[src/rtl/sr_bank_writer.sv]
// rtl/sr_bank_writer.sv - write sequencer for a gated SR latch bank
// Captures a set/clear mask at accept, drives setup/gate/hold/settle, then checks readback.
module sr_bank_writer #(
  parameter int N          = 4,
  parameter int PULSE_CYC  = 2,
  parameter int SETTLE_CYC = 1
) (
  input  logic         clk,
  input  logic         rst,
  input  logic         wr_req,
  input  logic [N-1:0] wr_data,
  output logic         wr_ack,
  output logic         busy,
  output logic         done,
  output logic         err,
  output logic [N-1:0] s,
  output logic [N-1:0] r,
  output logic         le,
  input  logic [N-1:0] q_fb
);

  localparam int MAXC = (PULSE_CYC > SETTLE_CYC) ? PULSE_CYC : SETTLE_CYC;
  localparam int CW   = (MAXC > 1) ? $clog2(MAXC) : 1;

  typedef enum logic [2:0] {IDLE, SETUP, PULSE, HOLD, SETTLE, DONE} state_t;

  state_t         state, state_nx;
  logic [N-1:0]   data_q, set_q, clr_q;
  logic [CW-1:0]  cnt;
  logic           ack_q, err_q;

  always_ff @(posedge clk) begin
    if (!rst) begin
      state  <= IDLE;
      data_q <= '0;
      set_q  <= '0;
      clr_q  <= '0;
      cnt    <= '0;
      ack_q  <= 1'b0;
      err_q  <= 1'b0;
    end else begin
      state <= state_nx;
      ack_q <= 1'b0;
      case (state)
        IDLE: if (wr_req) begin
          data_q <= wr_data;
          set_q  <= wr_data & ~q_fb;
          clr_q  <= ~wr_data & q_fb;
          err_q  <= 1'b0;
          ack_q  <= 1'b1;
        end
        SETUP:  cnt <= CW'(PULSE_CYC - 1);
        PULSE:  if (cnt != '0) cnt <= cnt - CW'(1);
        HOLD:   cnt <= CW'(SETTLE_CYC - 1);
        SETTLE: begin
          if (cnt == '0) err_q <= (q_fb != data_q);
          else           cnt   <= cnt - CW'(1);
        end
        default: ;
      endcase
    end
  end

  always_comb begin
    state_nx = state;
    case (state)
      // Equal data and readback means both change masks are empty: skip the latch.
      IDLE:    if (wr_req) state_nx = (wr_data == q_fb) ? DONE : SETUP;
      SETUP:   state_nx = PULSE;
      PULSE:   if (cnt == '0) state_nx = HOLD;
      HOLD:    state_nx = SETTLE;
      SETTLE:  if (cnt == '0) state_nx = DONE;
      DONE:    state_nx = IDLE;
      default: state_nx = IDLE;
    endcase
  end

  // set_q and clr_q are disjoint by construction, so s & r is always zero.
  always_comb begin
    s      = '0;
    r      = '0;
    le     = (state == PULSE);
    busy   = (state != IDLE);
    done   = (state == DONE);
    wr_ack = ack_q;
    err    = err_q;
    case (state)
      SETUP, PULSE, HOLD: begin
        s = set_q;
        r = clr_q;
      end
      default: ;
    endcase
  end

endmodule

[config.mk]
export PLATFORM = sky130hd
export DESIGN_NAME = sr_bank_writer
export DESIGN_NICKNAME = d
export VERILOG_FILES = /design/src/rtl/sr_bank_writer.sv
export SDC_FILE = /design/constraint.sdc
export NUM_CORES = 1
export LEC_CHECK = 0
export ABC_AREA = 1
export CAP_MARGIN = 20
export CORE_MARGIN = 3
export CORE_UTILIZATION = 48
export CTS_CLUSTER_SIZE = 30
export DETAILED_ROUTE_END_ITERATION = 6
export HOLD_SLACK_MARGIN = 0.02
export PLACE_DENSITY = 0.78
export RECOVER_POWER = 50
export REMOVE_ABC_BUFFERS = 1
export SYNTH_ARGS = -nofsm -noshare
export SYNTH_HDL_FRONTEND = slang
export SYNTH_SLANG_ARGS = --single-unit
[constraint.sdc]
create_clock -name clk -period 1.4 [get_ports clk]
set_input_delay 0.14 -clock clk [delete_from_list [all_inputs] [get_ports clk]]
set_output_delay 0.14 -clock clk [all_outputs]
set_load 0.005 [all_outputs]
# After elaboration in Yosys (flattened, before gate mapping)
# Index checks and enable logic that the tools add are counted.
# totals
reg_bits,18
input_bits,11
out_inout_bits,13
word_cells,45
# op_classes
n_addsub,1
eq_ne,10
n_mux,13
n_bitwise,4
n_reduce_logical,10
# op_table
operator,count
3-bit case mux with 5 select lines,1
3-bit 2-to-1 mux,4
4-bit AND,2
4-bit 2-to-1 mux,2
4-bit NOT,2
3-bit by 2-bit == test with 1-bit output (second input constant),2
3-bit == test (second input constant),2
2-bit != test (second input constant),3
3-bit AND reduction,2
3-bit nonzero test,2
4-bit == test,1
1-bit 2-to-1 mux,4
4-bit != test,1
2-bit AND reduction,2
3-bit by 1-bit == test with 1-bit output (second input constant),1
3-bit zero test,1
1-bit case mux with 3 select lines,1
3-bit OR reduction,1
1-bit case mux with 2 select lines,1
2-bit nonzero test,1
2-bit OR reduction,1
1-bit subtractor (second input constant),1

# Depth between registers and ports, before layout
# Gate-level depths: netlist of run 1.
# logic_depth
depth_word,4
mapped_depth,8
depth_no_buf,8

# Least setup slack after synthesis of run 1
# Ideal clock, no wire load.
# synth_timing
path_kind,register to register
from,register state[1]
to,register clr_q[0]
setup_time_ps,116
arrival_time_ps,920
required_time_ps,1284
setup_slack_ps,364
stages_incl_launch_ff,6
path_buffers,1
path_cell_list,dfxtp_1 -> nor2_4 -> nand3_4 -> buf_6 -> o21ai_2 -> a21oi_1
# synth_via
elab_chain_len,2
# synth_lines
item,line_no,text
"start, declared",27,"state_t state, state_nx;"
"start signal, assigned",42,state <= state_nx;
3-bit zero test,44,case (state)
2-bit AND reduction (no line),--,
"end signal, assigned",48,clr_q <= ~wr_data & q_fb;
"end, declared",28,"logic [N-1:0] data_q, set_q, clr_q;"
# Every way passes these cells.
# A chain may end at the register's enable or synchronous reset.

# Worst setup path after layout of run 1
# layout_timing
from,register state[1]
to,output port busy
# layout_via
elab_chain_len,1
# layout_lines
item,line_no,text
3-bit nonzero test,83,busy = (state != IDLE);
"end, declared",13,"output logic busy,"
# Every way passes these cells.

==> run_results.csv, run 1 <==
group,metric,value,unit
synth,synth-seq-cells,18,
floorplan,core_area,1839,um^2
setup_path,crit_path_frequent_cell,"nor2_4",
run,maxCapViolCount,0,
finish,fin_util,0.7912,
floorplan,start_util,0.5374,
clocking,h-tree-depth,1,
setup_path,end_kind,"output pin",
drt,vias,992,
clocking,cts.sinks,18,
setup_path,endpoint,"busy",
drt,viasPerCell,4.816,
timing,finalSetupViolCount,0,
drt,ant_nets,0,
timing,timing.fmax,0.7442,GHz
timing,clock_skew,4.590,ps
global_route,grtUsageTotal,0.2033,
clocking,clkSlewWorstSetupHoldPaths,100,ps
clocking,clk_latency,290,ps
timing,hold_viol_final,0,
setup_path,r2r_slack,150,ps
setup_path,rr_worst_depth,7,
finish,num-fill-cells,133,
power,p_leak,0.7115,nW
power,power_density,1589,nW/um^2
clocking,cts_buffer_depth,2,
setup_path,cp_slowest_cell,"dfxtp_2",
finish,drive_above_1_share,0.2597,
hold_path,hp-class,"flip-flop to flip-flop",
global_route,grt_pass1_wl,4.077,mm
power,ir_worst_vdd,1.177,mV
drt,drt_iter0_drc,11,
finish,n_antenna_cell,0,
drt,avgRoutedWirePerCell,10.89,um
setup_path,path_class,"flip-flop to output pin",
synth,synth_area,988.4,um^2
clocking,ctsHoldBuffers,0,
timing,period_needed,1344,ps
placement,dp_hpwl,1.732,mm
placement,gp_congestion,0.8722,
clocking,cts_root_buf,"clkbuf_4",
clocking,cts-buffers-inserted,3,
global_route,antenna_found_initial,0,
floorplan,num_rows,15,
outcome,status,"complete, no violations",
placement,placed_area,1388,um^2
timing,worst_pin_slew,235.4,ps
setup_path,reg2reg_from,"state[2]$_SDFFE_PN0P_",
setup_path,startpoint,"state[1]$_SDFFE_PN0P_",
floorplan,die_h,51.38,um
drt,route.detailed.drc,0,
synth,synth_cell_types,16,
setup_path,critPathMaxStageDelay,350,ps
timing,timing.final.crit_share,0.9598,
floorplan,num_io_pins,24,
synth,yosys_warnings,0,
hold_path,whs_path_depth,2,
clocking,cts_tree,"built",
synth,ys_seq_area_frac,0.3646,
finish,multi_input_area,526.8,um^2
timing,maxSlewViolCount,0,
finish,fin_area,1455,um^2
synth,synthCells,138,
setup_path,required,1260,ps
global_route,grt_max_degree,17,
finish,regArea,364.1,um^2
drt,wirelength,2.244,mm
finish,syn_to_final_growth,47.22,%
timing,rsz0062_at_grt,"true",
floorplan,fp.dieArea,2640,um^2
setup_path,cp_max_fo,2,
setup_path,cp-start-kind,"flip-flop",
synth,syn_area_per_cell,7.163,um^2
placement,portBuffers,23,
timing,timing.max_slew.rel_slack,0.8414,
global_route,grt_pass1_vias,1037,
drt,first_pass_iters,4,
timing,tns,0,ps
finish,final_nets,201,
timing,final.setup.worst_slack,56.28,ps
global_route,grt_overflow,0,
setup_path,path_cells,"nor2_4 > inv_2 > buf_4 > nor2_4 > inv_1 > buf_2",
setup_path,cp.arrival,1200,ps
floorplan,fp.dieW,51.38,um
placement,pre_cts_ws,-86.89,ps
setup_path,reg2reg_to,"set_q[0]$_SDFFE_PN0P_",
where the power goes:
group / total (mW) / internal [mW] / switching [mW]
Clock: 0.320 / 0.158 / 0.161
Sequential: 0.751 / 0.673 / 0.0782
Combinational: 1.24 / 0.589 / 0.652
through the flow:
| step | hold slack (ps) | std cells | power [mW] |
|---|---|---|---|
| 2_1_floorplan | 250.8 | 135 | 1.294 |
| 3_3_place_gp | 436.3 | 200 | 1.869 |
| 3_5_place_dp | 443.1 | 200 | 1.927 |
| 4_1_cts | 458.5 | 205 | 2.292 |
| 5_1_grt | 483.4 | 206 | 2.491 |
| 6_report | 454.0 | 206 | 2.312 |
repair_timing:
item	CTS	global route
buffers inserted	1	1
gates resized for setup	23	16
pin swaps	2	2
endpoints found under the setup margin	11	11
registers in the layout (all words and copies together) (netlist names):
register  count
wr_ack        1
cnt           1
state         3
err           1
clr_q         4
set_q         4
data_q        4
area by class of cell:
class                           count  area share
Clock buffer                        4     0.02494
Inverter                           27     0.06965
Multi-Input combinational cell     90      0.3620
Sequential cell                    18      0.2502
Tap cell                           25     0.02150
Timing Repair Buffer               42      0.2717
worst min-delay path by stage:
stage / from / to / slack, ps
2_1_floorplan: rst / clr_q[0]$_SDFFE_PN0P_ / 250
3_3_place_gp: set_q[3]$_SDFFE_PN0P_ / set_q[3]$_SDFFE_PN0P_ / 440
3_5_place_dp: clr_q[2]$_SDFFE_PN0P_ / clr_q[2]$_SDFFE_PN0P_ / 440
4_1_cts: clr_q[2]$_SDFFE_PN0P_ / clr_q[2]$_SDFFE_PN0P_ / 460
5_1_grt: set_q[1]$_SDFFE_PN0P_ / set_q[1]$_SDFFE_PN0P_ / 480
6_report: set_q[1]$_SDFFE_PN0P_ / set_q[1]$_SDFFE_PN0P_ / 450
cells by family after synthesis:
group / count (synthesis) / share of synthesized area
buf+inv: 30 / 0.1304
compound gates: 29 / 0.1734
simple gates: 53 / 0.2304
flops: 18 / 0.3646
fa+ha+maj: 8 / 0.1013
placed cells by master (no fill, tap or decap):
cell type,netlist,routed
buf_4,0,16
nand3_2,0,1
clkbuf_8,0,1
nand3_4,1,1
dfxtp_1,18,15
nand3_1,2,1
inv_2,1,3
clkdlybuf4s15_1,0,8
nor2_2,0,3
buf_2,1,1
clkdlybuf4s50_1,0,12
nor2_1,17,13
dfxtp_2,0,3
clkbuf_4,0,3
nand3b_1,1,1
nor3_1,1,1
inv_1,26,24
nand2_1,30,29
clkbuf_2,0,2
o21ai_0,7,7
a21oi_1,15,15
ha_1,8,8
nor2_4,1,2
nand2_4,0,1
o21ai_2,7,7
buf_12,0,3
Yosys cell counts:
cell type | instances | share of area
inv_2 | 1 | 0.0038
nor2_1 | 17 | 0.065
nand3_4 | 1 | 0.018
nor2_4 | 1 | 0.011
dfxtp_1 | 18 | 0.36
buf_2 | 1 | 0.0051
o21ai_0 | 7 | 0.035
buf_6 | 2 | 0.023
nor3_1 | 1 | 0.0051
ha_1 | 8 | 0.10
o21ai_2 | 7 | 0.062
nand3b_1 | 1 | 0.0076
a21oi_1 | 15 | 0.076
nand2_1 | 30 | 0.11
nand3_1 | 2 | 0.010
inv_1 | 26 | 0.099
critical path: cells and delay by family (launching register included):
| family | cells | cell delay (ps) |
|---|---|---|
| AND/OR/NAND/NOR | 2 | 200 |
| flip-flops | 1 | 350 |
| buffers and inverters | 4 | 360 |
metal layers:
| layer | track usage | up-vias | part of all wire |
|---|---|---|---|
| met2 | 0.3983 | 23 | 0.53 |
| met3 | 0.03207 | 6 | 0.044 |
| li1 | - | 514 | - |
| met1 | 0.2046 | 449 | 0.40 |
| met5 | 0 | - | 0 |
| met4 | 0.09170 | 0 | 0.025 |
Note: power is estimated with default switching activity, not from simulation.
==> run 2: changes to the inputs <==
--- a/config.mk
+++ b/config.mk
@@ -12,7 +12,7 @@
 export CTS_CLUSTER_SIZE = 30
 export DETAILED_ROUTE_END_ITERATION = 6
 export HOLD_SLACK_MARGIN = 0.02
-export PLACE_DENSITY = 0.78
+export PLACE_DENSITY_LB_ADDON = 0.1
 export RECOVER_POWER = 50
 export REMOVE_ABC_BUFFERS = 1
 export SYNTH_ARGS = -nofsm -noshare
==> constraint.sdc (replaced) <==
create_clock -name clk -period 1.4 [get_ports clk]
set_input_delay 0.14 -clock clk [delete_from_list [all_inputs] [get_ports clk]]
set_output_delay 0.14 -clock clk [all_outputs]
set_load 0.01 [all_outputs]
==> run_results.csv, run 2 (synthesis results as in run 1) <==
group,metric,value,unit
floorplan,fp.dieW,51.38,um
global_route,grt_pass1_wl,4.015,mm
drt,viasPerCell,4.792,
timing,timing.fmax,0.7383,GHz
placement,gp_congestion,0.7744,
timing,clock_skew,3.616,ps
placement,post-place-cells,196,
timing,timing.max_slew.rel_slack,0.8100,
clocking,cts_tree,"built",
floorplan,die_h,51.38,um
timing,fin_worst_hold_slack,458.6,ps
timing,hold_viol_final,0,
finish,syn_to_final_growth,40.00,%
finish,num-fill-cells,158,
drt,route.detailed.drc,0,
finish,regArea,364.1,um^2
global_route,grt_max_degree,27,
timing,period_needed,1355,ps
floorplan,num_rows,15,
power,seq_power_share,0.319,
power,p_sw,0.9432,mW
finish,layout.cells.non_filler,202,
power,power.share.clock,0.140,
run,maxCapViolCount,0,
finish,drive_above_1_share,0.2825,
floorplan,fp.dieArea,2640,um^2
clocking,h-tree-depth,1,
global_route,grtUsageTotal,0.2062,
finish,layout_common_cells,"29 x nand2_1, 23 x inv_1, 16 x nor2_1",
placement,dp_hpwl,1.734,mm
finish,multi_input_area,524.3,um^2
timing,timing.final.crit_share,0.9675,
placement,placed_area,1345,um^2
power,ir_worst_vdd,1.093,mV
global_route,grt_pass1_vias,924,
outcome,status,"complete, no violations",
finish,reg.largest.list,"clr_q x4, data_q x4, set_q x4",
clocking,clk_latency,300,ps
floorplan,start_util,0.5374,
clocking,cts_root_buf,"clkbuf_4",
drt,wirelength,2.350,mm
timing,rsz0062_at_grt,"true",
finish,fin_area,1384,um^2
floorplan,num_io_pins,24,
power,power_density,1705,nW/um^2
floorplan,core_area,1839,um^2
setup_path,cp.arrival,1210,ps
setup_path,r2r_slack,130,ps
setup_path,end_kind,"output pin",
power,cell_internal_pwr,1.416,mW
power,p_comb_frac,0.541,
hold_path,hp-class,"flip-flop to flip-flop",
power,p_sw_frac,0.3999,
drt,first_pass_iters,4,
drt,avgRoutedWirePerCell,11.63,um
finish,final_nets,197,
placement,portBuffers,23,
global_route,antenna_found_initial,0,
drt,drt_iter0_drc,6,
clocking,clkSlewWorstSetupHoldPaths,100,ps
finish,n_antenna_cell,0,
finish,final_common_cell,"nand2_1",
drt,vias,968,
clocking,cts_buffer_depth,2,
setup_path,cp_max_fo,2,
setup_path,cp-start-kind,"flip-flop",
global_route,grt_overflow,0,
clocking,cts.sinks,18,
timing,finalSetupViolCount,0,
timing,maxSlewViolCount,0,
timing,worst_pin_slew,282.0,ps
drt,ant_nets,0,
power,p_leak,0.6938,nW
setup_path,required,1260,ps
setup_path,path_class,"flip-flop to output pin",
clocking,cts-buffers-inserted,3,
## run 2: changes by cell type in the layout (fill, tap and decap cells not counted), sizes merged
cell           delta
buf               -2
clkdlybuf4s15     -8
clkbuf            +6
## run 2: final timing paths
kind | from | to | cells past startpoint
setup / recovery | state[0]$_SDFFE_PN0P_ | busy | 6
hold reg to reg | set_q[1]$_SDFFE_PN0P_ | set_q[1]$_SDFFE_PN0P_ | 2
setup reg to reg | state[0]$_SDFFE_PN0P_ | set_q[0]$_SDFFE_PN0P_ | 7
hold / removal | set_q[1]$_SDFFE_PN0P_ | set_q[1]$_SDFFE_PN0P_ | 2
## run 2: metrics by stage
step	TNS [ps]	setup WS [ps]	util	total power [mW]
global route	-7.722	-7.722	0.7524	2.534
global placement	-622.5	-103.4	0.7313	1.846
floorplan	0	281.2	-	1.330
detailed placement	-1150	-134.3	0.7313	1.902
finish	0	45.49	0.7524	2.359
CTS	0	0.2433	0.7585	2.251
## run 2: layout make-up
cell class / count / area share
Clock buffer: 4 / 0.02622
Timing Repair Buffer: 38 / 0.2360
Multi-Input combinational cell: 90 / 0.3788
Sequential cell: 18 / 0.2631
Tap cell: 25 / 0.02260
Inverter: 27 / 0.07324
## run 2: routing by layer
layer  track usage  routed length [um]
met1        0.2345                 943
met2        0.3432                1219
met3       0.04956                 142
met4        0.1266                  45
met5             0                   0
## run 2: power groups by stage
stage	Combinational, mW	Sequential (mW)	Clock, mW
6_report	1.28	0.753	0.330
5_1_grt	1.40	0.767	0.367
4_1_cts	1.16	0.751	0.340
3_5_place_dp	1.14	0.757	0
3_3_place_gp	1.10	0.742	0
2_1_floorplan	0.579	0.751	0
## run 2: repair_timing
action	4_1_cts	5_1_grt
pin swaps	1	2
hold endpoints to repair	0	0
resized for setup	35	16
hold buffers	0	0
endpoints found under the setup margin	11	11
buffers inserted	0	2
## run 2: critical path, stage by stage (launching register included)
cell and delay [ps]:
dfxtp_2 360, nor2_4 110, inv_2 60, buf_6 120
nor2_4 110, inv_2 40, buf_6 110
